[src/rtl/hazard_scheduler.sv]
// Hazard scheduler for the 5-stage core: operand forwarding, stall/flush sequencing,
// and a memory-wait FSM that traps into a sticky error state on memory timeout.
module hazard_scheduler #(
    parameter int MEM_TIMEOUT = 15
) (
    input  logic       clk,
    input  logic       rst,
    input  logic       Match_1E_M,
    input  logic       Match_1E_W,
    input  logic       Match_2E_M,
    input  logic       Match_2E_W,
    input  logic       Match_12D_E,
    input  logic       RegWriteM,
    input  logic       RegWriteW,
    input  logic       MemtoRegE,
    input  logic       PCSrcD,
    input  logic       PCSrcE,
    input  logic       PCSrcM,
    input  logic       PCSrcW,
    input  logic       BranchTakenE,
    input  logic       MemReqM,
    input  logic       MemAckM,
    output logic [1:0] ForwardAE,
    output logic [1:0] ForwardBE,
    output logic       StallF,
    output logic       StallD,
    output logic       StallE,
    output logic       StallM,
    output logic       FlushD,
    output logic       FlushE,
    output logic       FlushW,
    output logic       MemTimeout,
    output logic [1:0] State
);
    localparam int CW = $clog2(MEM_TIMEOUT + 1);
    localparam logic [CW-1:0] TMO = CW'(MEM_TIMEOUT);

    typedef enum logic [1:0] {
        RUN     = 2'b00,
        MEMWAIT = 2'b01,
        ERROR   = 2'b10
    } state_t;

    state_t        state_q, state_d;
    logic [CW-1:0] cnt_q, cnt_d;
    logic          err_q;
    logic          ldr_stall, pc_pend, mem_stall, freeze;

    assign ldr_stall = Match_12D_E & MemtoRegE;
    assign pc_pend   = PCSrcD | PCSrcE | PCSrcM;
    assign mem_stall = MemReqM & ~MemAckM;
    assign freeze    = (state_q == ERROR) | mem_stall;

    always_ff @(posedge clk or negedge rst) begin
        if (!rst) begin
            state_q <= RUN;
            cnt_q   <= '0;
            err_q   <= 1'b0;
        end else begin
            state_q <= state_d;
            cnt_q   <= cnt_d;
            err_q   <= err_q | (state_d == ERROR);
        end
    end

    always_comb begin
        state_d = state_q;
        cnt_d   = cnt_q;
        case (state_q)
            RUN: begin
                if (mem_stall) begin
                    state_d = MEMWAIT;
                    cnt_d   = CW'(1);
                end
            end
            MEMWAIT: begin
                if (!mem_stall) begin
                    state_d = RUN;
                    cnt_d   = '0;
                end else if (cnt_q == TMO) begin
                    state_d = ERROR;
                end else begin
                    cnt_d = cnt_q + CW'(1);
                end
            end
            ERROR:   state_d = ERROR;
            default: begin
                state_d = RUN;
                cnt_d   = '0;
            end
        endcase
    end

    // Everything is gated by rst so outputs read zero during reset, not just state.
    always_comb begin
        ForwardAE  = 2'b00;
        ForwardBE  = 2'b00;
        StallF     = 1'b0;
        StallD     = 1'b0;
        StallE     = 1'b0;
        StallM     = 1'b0;
        FlushD     = 1'b0;
        FlushE     = 1'b0;
        FlushW     = 1'b0;
        MemTimeout = 1'b0;
        State      = 2'b00;
        if (rst) begin
            if (Match_1E_M & RegWriteM)      ForwardAE = 2'b10;
            else if (Match_1E_W & RegWriteW) ForwardAE = 2'b01;
            if (Match_2E_M & RegWriteM)      ForwardBE = 2'b10;
            else if (Match_2E_W & RegWriteW) ForwardBE = 2'b01;
            MemTimeout = err_q;
            State      = state_q;
            // While frozen, branch/load-use hazards are held back and re-seen after release.
            if (freeze) begin
                StallF = 1'b1;
                StallD = 1'b1;
                StallE = 1'b1;
                StallM = 1'b1;
                FlushW = 1'b1;
            end else begin
                StallF = ldr_stall | pc_pend;
                StallD = ldr_stall;
                FlushD = pc_pend | PCSrcW | BranchTakenE;
                FlushE = ldr_stall | BranchTakenE;
            end
        end
    end
endmodule

[config.mk]
export PLATFORM = sky130hd
export DESIGN_NAME = hazard_scheduler
export DESIGN_NICKNAME = d
export VERILOG_FILES = /design/src/rtl/hazard_scheduler.sv
export SDC_FILE = /design/constraint.sdc
export NUM_CORES = 1
export LEC_CHECK = 0
export CAP_MARGIN = 20
export CORE_AREA = 2 2 39 41
export CTS_BUF_LIST = sky130_fd_sc_hd__clkbuf_8
export DETAILED_ROUTE_END_ITERATION = 8
export DIE_AREA = 0 0 41 43
export PLACE_DENSITY = 0.81
export SLEW_MARGIN = 5
export SYNTH_ARGS = -nofsm -noshare
export SYNTH_HDL_FRONTEND = slang
export SYNTH_SLANG_ARGS = --single-unit
[constraint.sdc]
create_clock -name clk -period 2.9 [get_ports clk]
set_clock_uncertainty 0.1 [all_clocks]
set_input_delay 0.58 -clock clk [delete_from_list [all_inputs] [get_ports clk]]
set_output_delay 0.58 -clock clk [all_outputs]
set_load 0.005 [all_outputs]
Yosys cells after proc, flatten, opt, wreduce, memory -nomap -nowiden:

Index checks and enable logic that the tools add are counted.

* bits in registers: 7
* input bits: 17
* word-level logic and storage cells: 54

* bitwise gates (word level): 16
* add/sub/neg operators: 1
* multiplexer cells: 26
* equal/unequal tests: 6
* reduce and logical (&&, ||, !) cells: 2

Operators with widths (number)
* 2-to-1 mux 2 bit: 8
* 2-to-1 mux 1 bit: 13
* 2-to-1 mux 4 bit: 3
* case mux 4 bit (3 select lines): 1
* bitwise OR 1 bit: 8
* bitwise AND 1 bit: 6
* case mux 2 bit (3 select lines): 1
* adder 4 x 1 -> 4 bit, second input constant: 1
* == test 2 bit, second input constant: 2
* == test 4 bit, second input constant: 1
* inequality test 3 bit, second input constant: 1
* AND reduction 3 bit: 1
* == test 2 x 1 -> 1 bit, second input constant: 1
* zero test 2 bit: 1
* inequality test 2 bit, second input constant: 1
* inverter 1 bit: 2

Logic depth before layout (Yosys ltp):

Gate-level depths: netlist (run 1).

* word-level depth: 6
* gate-level depth with buffers: 5

Worst setup path before layout (run 1):

No wires, ideal clock.

* kind: input to output
* start: input MemAckM
* end: output StallE
* required time: 2.220 ns
* stages on the path: 4
* buffers on the path: 1
* path slack: 1.135 ns
* data arrival time: 1.085 ns
* cell sequence: inv_1 > a21oi_1 > nor2_1 > buf_4

* word-level cells in the longest chain between the ends: 5

RTL lines
* from (decl): RTL line 22 `input logic MemAckM,`
* inverter 1 bit: RTL line 51 `assign mem_stall = MemReqM & ~MemAckM;`
* bitwise AND 1 bit: RTL line 51
* bitwise OR 1 bit: RTL line 52 `assign freeze = (state_q == ERROR) | mem_stall;`
* 2-to-1 mux 1 bit (2 in series)
* to (decl): RTL line 27 `output logic StallE,`

Every way passes these cells.

Final worst setup path (run 1):

* start: input rst
* end: output FlushW

* word-level cells in the longest chain between the ends: 1

RTL lines
* from (decl): RTL line 7 `input logic rst,`
* 2-to-1 mux 1 bit: RTL line 107 `if (rst) begin`
* to (decl): RTL line 31 `output logic FlushW,`

Every way passes these cells.

==> run_results.csv, run 1 <==
group,metric,value,unit
run_status,status,"finished clean",
global_routing,overflow,0,
clocking,postCtsHoldBufs,0,
floorplan,row_count,14,
clocking,clk_latency,230,ps
setup_path,arrival,2070,ps
timing,hold_violations,0,
global_routing,grt_max_degree,11,
setup_path,worstSetupPathType,"primary input to output pin",
layout,n_antenna_cell,0,
yosys,synth_top_area_share,35.2,%
route,drt_iter0_markers,6,
yosys,synth_seq_cells,7,
yosys,syn-num-nets,73,
yosys,yosys_warnings,0,
route,vias_per_cell,5.15,
layout,drive_gt1_share,13.6,%
clocking,htreeDepth,1,
global_routing,antenna_found_initial,0,
yosys,yosys_most_used_dff,"dfrtp_1",
timing,setup_ws,147,ps
clocking,clk_pin_slew,40,ps
route,vias,536,
yosys,synth_edf_count,0,
run,maxCapViolCount,0,
floorplan,core,1380,sq um
clocking,root_buffer,"clkbuf_8",
pwr,power.density,376,nW/um^2
timing,fmax,363,MHz
yosys,synth.area.top_cells,"dfrtp_1, a21oi_1, nor3b_2",
yosys,async_flop_share,100,%
place,gp_routability_congestion,0.821,
layout,area_growth,72.6,%
setup_path,critical_path_buf_inv_count,3,
timing,timing.final.max_slew_violations,0,
pwr,leakage,0.000362,uW
timing,finalCritPeriodShare,94.9,%
setup_path,cpMaxStageDelayCell,"clkdlybuf4s50_1",
place,dp_slack,35.5,ps
route,finalWirelength,1270,microns
yosys,avgSynthCellArea,9.05,sq um
clocking,clock-sinks,7,
yosys,synth.most_common_cell,"dfrtp_1",
min_path,hold_path_end,"err_q",
global_routing,grt_pass1_wl,2090,microns
setup_path,crit_fanout,8,
global_routing,track_usage,17.5,%
min_path,hp-start,"err_q",
route,post_drt_wl_per_cell,12.2,microns
yosys,synth_top_area_cell,"dfrtp_1",
place,dpl.hpwl,989,microns
setup_path,r2r_cells,4,
setup_path,crit_path_end_kind,"output pin",
floorplan,dieArea,1760,sq um
floorplan,dieWidth,41,microns
yosys,ys_types,28,
setup_path,rrSetupSlack,1460,ps
setup_path,crit_required,2220,ps
yosys,synthCells,55,
setup_path,r2r_start,"cnt_q[0]",
clocking,cts_buffers,3,
min_path,hold_path.class,"flop to flop",
setup_path,crit_top_cell,"clkdlybuf4s50_1",
floorplan,pin_count,31,
yosys,synth.top_cells.by_count,"dfrtp_1, a21oi_1, nand2_1, nand3_1",
timing,rsz0062_at_grt,"false",
setup_path,critPathTopFamily,"buffers and inverters",
clocking,cts_setup_buffers,0,
timing,setup-violations-final,0,
yosys,syn_area,498,sq um
floorplan,initial_core_util,36.0,%
global_routing,grt_pass1_vias,487,
layout,fillers,123,
setup_path,worstPathCellList,"clkdlybuf4s50_1 -> inv_1 -> nor2_1 -> clkdlybuf4s50_1",
clocking,cts_resized,0,
timing,timing.slew.headroom,80.7,%
timing,post-route-min-period,2750,ps
clocking,cts_tree,"done",
timing,finalSetupTns,0,ps
route,route.antenna.remaining_nets,0,
layout,nNetsFinal,107,
setup_path,cpPeakStageDelay,630,ps
clocking,clk_path_buf_depth,2,
place,io_buffers,30,
route,dr.pass1.iters,5,
yosys,synth_seq_area_share,35.2,%
floorplan,dieHeight,43,microns
route,drc,0,
timing,max_slew.worst_pin.slew,289,ps
setup_path,worstReg2RegEnd,"cnt_q[1]",
setup_path,worstSetupStartpointType,"primary input",
pwr,peakVddDrop,0.269,mV
min_path,hold_path_depth,1,
final cells by class:
class	instances	area (sq um)	share of cell area, %
inverter	2	7.51	0.873
clock inverter	1	3.75	0.437
multi-input combinational	43	297	34.5
sequential	7	175	20.4
timing repair buffer	32	315	36.7
clock buffer	3	41.3	4.80
tap	16	20.0	2.33
worst register-to-register path: cells and delay by family, from the launching register on:
kind            cells  cell delay [ps]
compound gates      1              240
flops               1              380
simple gates        2              370
fa+ha+maj           1              240
worst max-delay path by stage:
| stage | cells past startpoint | end | start | slack (ps) |
|---|---|---|---|---|
| CTS | 5 | FlushE | MemAckM | 20 |
| floorplan | 4 | StallE | MemAckM | 1130 |
| global route | 4 | FlushW | rst | 50 |
| global placement | 5 | FlushE | MemAckM | 80 |
| detailed placement | 5 | FlushE | MemAckM | 40 |
| finish | 4 | FlushW | rst | 150 |
registers in the layout (all words and copies together) (netlist names):
name and count:
err_q 1, cnt_q 4, state_q 2
cells in the final DEF (no fill, tap or decap), types with 2 or more instances in the layout:
cell             netlist  routed
and2_1                 3       3
and3_1                 3       3
or3_1                  2       2
a21oi_1                5       4
dfrtp_1                7       7
clkbuf_8               0       3
nor3b_2                2       2
nor2_1                 2       2
buf_4                  3       2
inv_1                  2       3
nand3_1                4       4
clkdlybuf4s50_1        0      30
nand2_1                4       4
nand3b_1               2       2
report_power, final:
part           switching, uW  internal [uW]
logic                   26.0           51.6
registers               6.91            105
clock network           41.9           91.5
layer usage:
layer | global-route usage [%] | vias up | wire, microns
met1 | 23.7 | 246 | 526
met2 | 25.9 | 24 | 639
met3 | 3.14 | 2 | 95
met5 | 0 | - | 0
li1 | - | 264 | -
met4 | 8.00 | 0 | 10
through the flow:
stage / total power, uW / area [sq um] / hold slack (ps) / util (%) / cells
finish: 323 / 860 / 366 / 62.1 / 104
global route: 343 / 860 / 379 / 62.1 / 104
global placement: 189 / 811 / 350 / 58.6 / 100
floorplan: 141 / 498 / 184 / - / 55
detailed placement: 191 / 811 / 353 / 58.6 / 100
CTS: 327 / 856 / 370 / 61.8 / 104
cell families (layout without fill, tap and decap cells):
group | Yosys count | count (layout) | share of synthesized area [%]
AOI/OAI and AO/OA | 11 | 11 | 14.1
adders and majority gates | 1 | 1 | 2.51
buffers and inverters | 5 | 38 | 6.03
and+or+nand+nor | 30 | 30 | 40.2
muxes | 1 | 1 | 2.01
DFF | 7 | 7 | 35.2
(Power assumes the default switching activity.)
==> run 2, diff against run 1 <==
--- a/config.mk
+++ b/config.mk
@@ -6,11 +6,12 @@
 export NUM_CORES = 1
 export LEC_CHECK = 0
 export CAP_MARGIN = 20
-export CORE_AREA = 2 2 39 41
+export CELL_PAD_IN_SITES_DETAIL_PLACEMENT = 0
+export CELL_PAD_IN_SITES_GLOBAL_PLACEMENT = 1
+export CORE_UTILIZATION = 28
 export CTS_BUF_LIST = sky130_fd_sc_hd__clkbuf_8
 export DETAILED_ROUTE_END_ITERATION = 8
-export DIE_AREA = 0 0 41 43
-export PLACE_DENSITY = 0.81
+export PLACE_DENSITY_LB_ADDON = 0.1
 export SLEW_MARGIN = 5
 export SYNTH_ARGS = -nofsm -noshare
 export SYNTH_HDL_FRONTEND = slang
==> run 2 against run 1 <==
Worst setup slack improved by 74 ps. Via count grew 0.93%. First-iteration DRC count grew to 2.8 times the previous value. Critical path depth is 1 higher. Sequential share of layout area is the same. Clock power hardly changed. Utilization is 7.6 points lower. Design area stayed put. Register-to-register slack is essentially flat. Wire length increased by 1.6%. Flip-flop and latch count did not move. Clock-buffer cell count is the same. The flow now finishes with violations (DRC).
==> run_results.csv, run 2 (synthesis results as in run 1) <==
group,metric,value,unit
place,place_area,811,sq um
timing,setup-violations-final,0,
pwr,clkPwrFrac,40.8,%
setup_path,worstSetupPathType,"primary input to output pin",
pwr,combPwrFrac,24.1,%
pwr,switching_share,22.7,%
route,post_drt_wl_per_cell,12.4,microns
setup_path,crit_path_end_kind,"output pin",
setup_path,arrival,2000,ps
global_routing,antenna_found_initial,0,
run_status,violations,"DRC",
timing,rsz0062_at_grt,"false",
place,dp_slack,128,ps
timing,finalCritPeriodShare,92.4,%
floorplan,core,1580,sq um
clocking,clock-sinks,7,
run_status,status,"finished with violations",
timing,fmax,373,MHz
setup_path,r2r_start,"cnt_q[0]",
pwr,peakVddDrop,0.297,mV
clocking,root_buffer,"clkbuf_8",
global_routing,grt_pass1_vias,515,
min_path,hp-start,"err_q",
floorplan,initial_core_util,31.6,%
pwr,switching_power,72.7,uW
setup_path,r2r_cells,4,
pwr,seq_power_share,35.1,%
timing,setup_ws,221,ps
floorplan,row_count,14,
floorplan,dieWidth,44.2,microns
clocking,clk_path_buf_depth,2,
route,drc,6,
clocking,clk_pin_slew,40,ps
route,vias,541,
min_path,hold_path.class,"flop to flop",
route,vias_per_cell,5.20,
route,wl_met1,543,microns
route,finalWirelength,1290,microns
clocking,htreeDepth,1,
clocking,cts_buffers,3,
layout,instances_no_fill,104,
setup_path,crit_required,2220,ps
min_path,hold_path_end,"err_q",
timing,post-route-min-period,2680,ps
setup_path,worstReg2RegEnd,"cnt_q[1]",
timing,hold_violations,0,
layout,final_common_cell,"clkdlybuf4s50_1",
layout,drive_gt1_share,13.6,%
global_routing,grt_pass1_wl,2210,microns
layout,top_regs,"cnt_q x4, state_q x2, err_q x1",
layout,n_antenna_cell,0,
timing,hold-worst-slack,372,ps
timing,max_slew.worst_pin.slew,311,ps
place,place_inst,100,
global_routing,grt_max_degree,12,
min_path,hold_path_depth,1,
route,dr.pass1.iters,6,
setup_path,worstSetupStartpointType,"primary input",
layout,stdcell_area,860,sq um
route,route.antenna.remaining_nets,0,
layout,top_register,"cnt_q",
place,dpl.hpwl,1030,microns
layout,fillers,153,
place,gp_routability_congestion,0.708,
place,io_buffers,30,
route,top_layer,"met4",
pwr,power.density,373,nW/um^2
route,dr_wl_met3,163,microns
clocking,clk_latency,220,ps
floorplan,pin_count,31,
floorplan,dieArea,1950,sq um
global_routing,overflow,0,
layout,area_growth,72.6,%
floorplan,dieHeight,44.2,microns
timing,timing.slew.headroom,79.3,%
layout,nNetsFinal,107,
layout,largest_reg_flops,4,
route,met2_length,569,microns
run,maxCapViolCount,0,
clocking,cts_tree,"done",
setup_path,crit_fanout,5,
timing,timing.final.max_slew_violations,0,
pwr,p_int,248,uW
setup_path,rrSetupSlack,1450,ps
global_routing,track_usage,15.0,%
layout,final_cell_mix,"clkdlybuf4s50_1, dfrtp_1, nand3_1, a21oi_1, nand2_1",
route,drt_iter0_markers,17,
pwr,leakage,0.000362,uW
timing,finalSetupTns,0,ps
[run 2: cell counts in the layout (fill, tap and decap cells not counted)]
Identical to the previous run, type by type.
[run 2: worst max-delay path: stages]
cell	delay [ps]
clkdlybuf4s50_1	480
inv_1	50
a21oi_2	190
nor3b_2	190
clkdlybuf4s50_1	510
[run 2: power by group through the flow]
stage	clock network [uW]	registers (uW)	logic [uW]
2_1_floorplan	0	110	30.6
3_3_place_gp	0	114	77.0
3_5_place_dp	0	114	77.3
4_1_cts	135	113	77.6
5_1_grt	142	113	85.2
6_report	131	113	77.4
[run 2: how the worst max path moves through the flow]
stage,startpoint,end,slack [ps],cells after the start
2_1_floorplan,MemAckM,StallE,1130,4
3_3_place_gp,MemAckM,FlushE,130,5
3_5_place_dp,MemAckM,FlushE,130,5
4_1_cts,MemAckM,FlushE,110,5
5_1_grt,MemAckM,FlushE,80,5
6_report,MemAckM,FlushE,220,5
[run 2: final cells by class]
| cell class | count | area (sq um) | area share (%) |
|---|---|---|---|
| flip-flops and latches | 7 | 175 | 20.4 |
| inverters | 2 | 7.51 | 0.873 |
| well taps | 16 | 20.0 | 2.33 |
| clock buffers | 3 | 41.3 | 4.80 |
| repair buffers | 32 | 315 | 36.7 |
| multi-input cells | 43 | 297 | 34.5 |
| clock inverters | 1 | 3.75 | 0.437 |
[run 2: metrics by stage]
step / utilization (%) / power, uW
CTS: 54.3 / 325
floorplan: - / 141
detailed placement: 51.4 / 191
global route: 54.5 / 341
finish: 54.5 / 321
global placement: 51.4 / 191
[run 2: repair_timing]
item / CTS / global route
hold endpoints to repair: 0 / 0
hold buffers: 0 / 0
setup buffers: 0 / 0
resized for setup: 0 / 1
setup endpoints to repair: 0 / 1
[run 2: per-layer routing]
| metal | GRT usage [%] | vias up |
|---|---|---|
| met2 | 25.3 | 27 |
| met1 | 17.5 | 246 |
| met4 | 9.09 | 0 |
| met3 | 2.86 | 2 |
| met5 | 0 | - |
| li1 | - | 266 |
==> run 3, diff against run 2 <==
--- a/config.mk
+++ b/config.mk
@@ -12,6 +12,7 @@
 export CTS_BUF_LIST = sky130_fd_sc_hd__clkbuf_8
 export DETAILED_ROUTE_END_ITERATION = 8
 export PLACE_DENSITY_LB_ADDON = 0.1
+export SKIP_CTS_REPAIR_TIMING = 1
 export SLEW_MARGIN = 5
 export SYNTH_ARGS = -nofsm -noshare
 export SYNTH_HDL_FRONTEND = slang
==> constraint.sdc (replaced) <==
create_clock -name clk -period 2.9 [get_ports clk]
set_clock_uncertainty 0.1 [all_clocks]
set_input_delay 0.29 -clock clk [delete_from_list [all_inputs] [get_ports clk]]
set_output_delay 0.29 -clock clk [all_outputs]
set_load 0.1 [all_outputs]
==> run 3 against run 2 <==
Combinational power grew 110%. Critical endpoint unchanged. Hold slack got worse by 11 ps. The run still ends with DRC left. First-iteration DRC count shrank 41%. Global-route usage grew 0.45 points. Power is 26% higher. Non-clock buffer count decreased by 1. Clock power barely moved. Cell count fell by 0.96%. Critical path type unchanged.
==> run_results.csv, run 3 (synthesis results as in run 1) <==
group,metric,value,unit
pwr,seq_power_share,27.7,%
setup_path,worstSetupStartpointType,"primary input",
timing,finalSetupTns,0,ps
min_path,hold_path.class,"flop to flop",
layout,top_regs,"cnt_q x4, state_q x2, err_q x1",
pwr,peakVddDrop,0.310,mV
floorplan,row_count,14,
timing,timing.slew.headroom,75.6,%
clocking,htreeDepth,1,
layout,n_antenna_cell,0,
route,drt_iter0_markers,10,
pwr,p_int,259,uW
setup_path,cpPeakStageDelay,530,ps
pwr,power.density,436,nW/um^2
timing,finalCritPeriodShare,72.8,%
layout,fillers,142,
setup_path,crit_path_end_kind,"output pin",
timing,fmax,474,MHz
layout,nNetsFinal,106,
floorplan,initial_core_util,31.6,%
route,drc,1,
setup_path,crit_fanout,5,
layout,instances_no_fill,103,
place,place_area,883,sq um
place,dp_slack,797,ps
layout,area_growth,86.4,%
global_routing,overflow,0,
layout,top_register,"cnt_q",
timing,timing.final.max_slew_violations,0,
route,dr.pass1.iters,7,
setup_path,r2r_start,"cnt_q[0]",
global_routing,grt_pass1_wl,2250,microns
setup_path,critPathTopFamily,"buffers and inverters",
min_path,hp-start,"err_q",
layout,stdcell_area,928,sq um
timing,max_slew.worst_pin.slew,366,ps
floorplan,dieArea,1950,sq um
run_status,status,"finished with violations",
pwr,leakage,0.000411,uW
timing,hold-worst-slack,361,ps
floorplan,dieHeight,44.2,microns
layout,largest_reg_flops,4,
global_routing,grt_max_degree,12,
route,finalWirelength,1300,microns
global_routing,grt_pass1_vias,518,
floorplan,pin_count,31,
place,gp_routability_congestion,0.709,
route,vias_per_cell,4.99,
setup_path,startpoint,"MemAckM",
setup_path,crit_required,2510,ps
route,post_drt_wl_per_cell,12.6,microns
setup_path,critical_path_buf_inv_count,3,
pwr,combPwrFrac,40.2,%
run,maxCapViolCount,0,
clocking,clk_pin_slew,40,ps
route,route.antenna.remaining_nets,0,
setup_path,worstPathCellList,"clkdlybuf4s50_1 -> inv_1 -> a21oi_1 -> nor3b_2 -> buf_12",
layout,drive_gt1_share,28.7,%
run_status,violations,"DRC",
clocking,root_buffer,"clkbuf_8",
global_routing,antenna_found_initial,0,
floorplan,core,1580,sq um
pwr,switching_power,145,uW
layout,final_common_cell,"clkdlybuf4s50_1",
route,vias,514,
pwr,clkPwrFrac,32.1,%
timing,hold_violations,0,
layout,final_cell_mix,"clkdlybuf4s50_1, buf_12, dfrtp_1, buf_4, a21oi_1",
clocking,cts_buffers,3,
pwr,switching_share,35.9,%
global_routing,track_usage,15.4,%
clocking,cts_tree,"done",
clocking,clock-sinks,7,
floorplan,dieWidth,44.2,microns
clocking,clk_path_buf_depth,2,
setup_path,worstSetupPathType,"primary input to output pin",
timing,post-route-min-period,2110,ps
timing,setup_ws,789,ps
place,io_buffers,30,
setup_path,cpMaxStageDelayCell,"clkdlybuf4s50_1",
clocking,clk_latency,220,ps
place,place_inst,99,
place,dpl.hpwl,1060,microns
setup_path,arrival,1720,ps
timing,rsz0062_at_grt,"false",
timing,setup-violations-final,0,
## run 3: cell types whose count changed in the layout (fill, tap and decap cells not counted), sizes merged
cell           previous run  this run
clkdlybuf4s50            30        16
buf                       2        15
## run 3: power groups by stage
stage	sequential (uW)	clock, uW	combinational [uW]
after floorplan	110	0	100
after global placement	113	0	163
after detailed placement	114	0	164
after CTS	112	131	164
after global routing	114	137	171
final	112	130	163
## run 3: worst paths after layout
check	to	slack, ps	depth (start not counted)
max	FlushE	790	5
max reg2reg	cnt_q[1]	1460	4
min	err_q	360	1
min in group asynchronous	err_q	420	2
min reg2reg	err_q	360	1
max in group asynchronous	cnt_q[2]	2150	2
## run 3: layer usage
layer / global-route usage, % / up-vias / part of all wire [%]
li1: - / 263 / -
met1: 18.8 / 226 / 47
met2: 25.3 / 23 / 42
met3: 5.31 / 2 / 10
met4: 5.45 / 0 / 0.77
met5: 0 / - / 0
## run 3: final cells by class
cell class	count	area [sq um]	share of cell area (%)
timing repair buffer	31	385	41.5
multi-input combinational	43	295	31.8
sequential	7	175	18.9
clock buffer	3	41.3	4.45
tap	16	20.0	2.16
inverter	2	7.51	0.809
clock inverter	1	3.75	0.404
## run 3: metrics by stage
step	total power, uW	util (%)
floorplan	211	-
global placement	276	56.0
detailed placement	277	56.0
CTS	408	58.9
global route	422	58.9
finish	405	58.9
## run 3: worst reg2reg max path: cells and delay by family (launching register included)
kind	cells	cell delay (ps)
AOI/OAI and AO/OA	1	240
adders and majority gates	1	240
and+or+nand+nor	2	360
DFF	1	380
